--- config.mk ---
export PLATFORM = sky130hd
export DESIGN_NAME = serial_nibble_receiver
export DESIGN_NICKNAME = d
export VERILOG_FILES = /design/src/rtl/serial_nibble_receiver.sv
export SDC_FILE = /design/constraint.sdc
export NUM_CORES = 1
export LEC_CHECK = 0
export ABC_AREA = 1
export ABC_CLOCK_PERIOD_IN_PS = 2100
export CORE_AREA = 2 2 39 41
export CTS_CLUSTER_SIZE = 8
export DETAILED_ROUTE_END_ITERATION = 16
export DIE_AREA = 0 0 41 43
export DONT_BUFFER_PORTS = 1
export SKIP_LAST_GASP = 1
export SYNTH_ARGS = -nofsm -noshare
export SYNTH_HDL_FRONTEND = slang
export SYNTH_SLANG_ARGS = --single-unit
--- constraint.sdc ---
create_clock -name Clk -period 2.1 [get_ports Clk]
set_input_delay 0.42 -clock Clk [delete_from_list [all_inputs] [get_ports Clk]]
set_output_delay 0.42 -clock Clk [all_outputs]
set_load 0.02 [all_outputs]
--- src/rtl/serial_nibble_receiver.sv ---
// Serial-to-parallel receiver: reassembles MSB-first words from a strobed bit
// stream and presents them on a one-entry valid/ready buffer with error flags.
module serial_nibble_receiver #(
    parameter int WIDTH = 4,
    localparam int CW = $clog2(WIDTH + 1)
) (
    input  logic             Clk,
    input  logic             Reset,
    input  logic             SerialIn,
    input  logic             SerialValid,
    input  logic             FrameStart,
    output logic [WIDTH-1:0] DataOut,
    output logic             DataValid,
    input  logic             DataReady,
    output logic             Overrun,
    output logic             FrameError,
    output logic [CW-1:0]    BitCount
);

    typedef enum logic {
        IDLE = 1'b0,
        RECV = 1'b1
    } state_t;

    state_t           state;
    logic [WIDTH-1:0] acc;
    logic [WIDTH-1:0] shifted;
    logic             consume;
    logic             last_bit;

    always_comb begin
        shifted  = {acc[WIDTH-2:0], SerialIn};
        consume  = DataValid && DataReady;
        last_bit = SerialValid && !FrameStart && (state == RECV) &&
                   (BitCount == CW'(WIDTH - 1));
    end

    always_ff @(posedge Clk) begin
        if (Reset) begin
            state      <= IDLE;
            acc        <= '0;
            DataOut    <= '0;
            DataValid  <= 1'b0;
            Overrun    <= 1'b0;
            FrameError <= 1'b0;
            BitCount   <= '0;
        end else begin
            FrameError <= 1'b0;
            if (consume) begin
                DataValid <= 1'b0;
            end
            if (SerialValid) begin
                case (state)
                    IDLE: begin
                        if (FrameStart) begin
                            acc      <= WIDTH'(SerialIn);
                            BitCount <= CW'(1);
                            state    <= RECV;
                        end
                    end
                    RECV: begin
                        if (FrameStart) begin
                            FrameError <= 1'b1;
                            acc        <= WIDTH'(SerialIn);
                            BitCount   <= CW'(1);
                        end else if (last_bit) begin
                            acc      <= '0;
                            BitCount <= '0;
                            state    <= IDLE;
                            // A word consumed on this same edge frees the slot.
                            if (!DataValid || consume) begin
                                DataOut   <= shifted;
                                DataValid <= 1'b1;
                            end else begin
                                Overrun <= 1'b1;
                            end
                        end else begin
                            acc      <= shifted;
                            BitCount <= BitCount + CW'(1);
                        end
                    end
                    default: state <= IDLE;
                endcase
            end
        end
    end

endmodule

==> impl_metrics.csv <==
group,metric,value,unit
timing,fin_skew,0.00859,ns
finish,final_cells,93,
synthesis,synth_top_cell_by_area,"dfxtp_1",
worst_setup_path,crit_arrival,1.50,ns
timing,tightest_slew,0.349,ns
timing,slew_viol_final,0,
synthesis,ys_types,15,
worst_hold_path,hold_path_startpoint,"Reset",
global_routing,grt_max_degree,9,
synthesis,synth-seq-area-share,0.483,
worst_setup_path,crit_chain,"ha_1 -> inv_1 -> nor2_4 -> nand2_1 -> nand3_1 -> o21ai_0",
cts,cts_resized,0,
synthesis,synth_warnings,0,
pwr,leakagePower,0.259,nW
die,initial_core_util,0.420,
timing,setup_slack,0.759,ns
cts,cts_tree,"yes",
synthesis,ys_ff_latch,14,
global_routing,grt_pass1_wl,1.77,mm
detailed_routing,ant_nets,0,
finish,final_nets,86,
synthesis,synth_cells,75,
finish,drive_gt1_frac,0.0909,
cts,clk_latency,0.28,ns
cts,holdBufCountCts,0,
detailed_routing,via_per_inst,4.92,
finish,multiInputGateArea,255,sq um
timing,rsz0062_at_grt,"false",
synthesis,ys.flop_type,"dfxtp_1",
detailed_routing,first_pass_iters,4,
placed_design,post-place-ws,0.769,ns
synthesis,synthDominantCellAreaShare,0.483,
finish,synthToLayoutAreaGrowth,6.03,%
die,die_w,41,um
die,fp-row-count,14,
placed_design,dp.cells,90,
worst_setup_path,cp-end-kind,"flip-flop",
synthesis,yosysMostFrequentCell,"nand2_1",
timing,worst_hold_slack,0.196,ns
placed_design,dp_hpwl,766,um
pwr,ir_worst_vdd,0.334,mV
cts,clock_path_buffers,2,
cts,clock-root-buffer,"clkbuf_4",
cts,cts-htree-levels,1,
timing,hold_viol,0,
flow_run,drv_cap,0,
worst_setup_path,cpMaxStageDelayCell,"dfxtp_1",
synthesis,netlist_top_cells_area,"dfxtp_1 48%, nand2_1 12%, inv_1 6.5%",
worst_hold_path,hp-class,"primary input to flip-flop",
die,die_height,43,um
cts,cts_buffers,3,
synthesis,syn_nets,82,
pwr,total_power,445,uW
worst_setup_path,critPathMaxStageDelay,0.49,ns
global_routing,grt_usage,0.149,
detailed_routing,wl_per_cell,11.3,um
detailed_routing,drc,0,
die,dieArea,1760,sq um
synthesis,async_reset_ff_frac,0,
placed_design,portBuffers,0,
synthesis,yosys-top-cells-count,"18 x nand2_1, 14 x dfxtp_1, 10 x inv_1",
timing,finalCriticalPeriod,1.34,ns
timing,fmax,0.746,GHz
detailed_routing,routed_wl,1.05,mm
placed_design,gp_congestion,0.838,
worst_setup_path,critPathLaunch,"BitCount[0]$_SDFFE_PP0P_",
cts,cts_setup_buffers,0,
synthesis,synthesis.area,581,sq um
global_routing,grt_overflow_total,0,
timing,slew_headroom,0.767,
pwr,power_density,723,nW/um^2
detailed_routing,num_vias,458,
detailed_routing,first_iter_violations,9,
timing,setup_viol,0,
finish,n_fill_cell,140,
global_routing,antenna_found_initial,0,
placed_design,placed_cell_area,593,sq um
finish,design_area,616,sq um
worst_setup_path,critPathMaxFanout,4,
synthesis,syn_avg_cell_area,7.74,sq um
worst_setup_path,reg2reg_from,"BitCount[0]$_SDFFE_PP0P_",
run_status,outcome,"finished, final reports clean",
worst_setup_path,worstPathRequired,2.26,ns
synthesis,synth_edf_count,0,
timing,timing.final.crit_share,0.639,
timing,fin_tns_setup,0,ns
finish,n_antenna_cell,0,
finish,seq_area,280,sq um
finish,utilization,0.445,
cts,path_clk_slew,0.08,ns
worst_setup_path,criticalPathCategory,"flip-flop to flip-flop",
die,io_pins,16,
worst_setup_path,worst_setup_path_start_kind,"flip-flop",
cts,cts_sinks,14,
die,core_area,1380,sq um
global_routing,grt_pass1_vias,431,
[final timing paths]
path	end	slack (ns)	depth (start not counted)
setup / recovery	state$_SDFFE_PP0P_	0.76	6
hold / removal	acc[1]$_SDFFE_PP0P_	0.20	1
setup reg to reg	state$_SDFFE_PP0P_	0.76	6
hold reg to reg	acc[2]$_SDFFE_PP0P_	0.47	2
[registers in the layout, indices dropped and copies added (netlist names)]
register / cells
Overrun: 1
FrameError: 1
BitCount: 3
state: 1
DataValid: 1
DataOut: 4
acc: 3
[critical path, delay by kind of cell, from the launching register on]
kind,cells,cell delay [ns]
flops,1,0.49
simple gates,3,0.36
fa+ha+maj,1,0.23
compound gates,1,0.08
buf+inv,1,0.07
[cell families after synthesis]
family | count (synthesis) | share of synthesized area
AOI/OAI and AO/OA | 9 | 0.0797
adders and majority gates | 1 | 0.0215
buffers and inverters | 11 | 0.0776
DFF | 14 | 0.483
and+or+nand+nor | 40 | 0.338
[metal layers]
layer / track usage / share of wire / vias to the layer above
met5: 0 / 0 / -
met4: 0.100 / 0.018 / 0
met3: 0.0524 / 0.075 / 4
met2: 0.194 / 0.43 / 15
met1: 0.197 / 0.48 / 197
li1: - / - / 242
[area by class of cell]
cell class | instances | area share
Clock buffer | 3 | 0.0366
Inverter | 10 | 0.0610
Multi-Input combinational cell | 50 | 0.415
Sequential cell | 14 | 0.455
Tap cell | 16 | 0.0325
[placed cells by master, fill, tap and decap left out, drive strengths merged]
cell    count
dfxtp      14
nand2      19
ha          1
nand3b      1
a31oi       1
nor2       11
nand4       1
inv        10
a21oi       7
o21ai       1
nand3       8
clkbuf      3
[report_power, final]
part | total (mW) | internal [mW] | leakage, nW | switching [mW]
combinational | 0.0200 | 0.00681 | 0.132 | 0.0132
clock | 0.147 | 0.0665 | 0.0138 | 0.0806
sequential | 0.278 | 0.270 | 0.113 | 0.00770
total | 0.445 | 0.344 | 0.259 | 0.102
No activity file was read; power rests on OpenSTA's default activity.
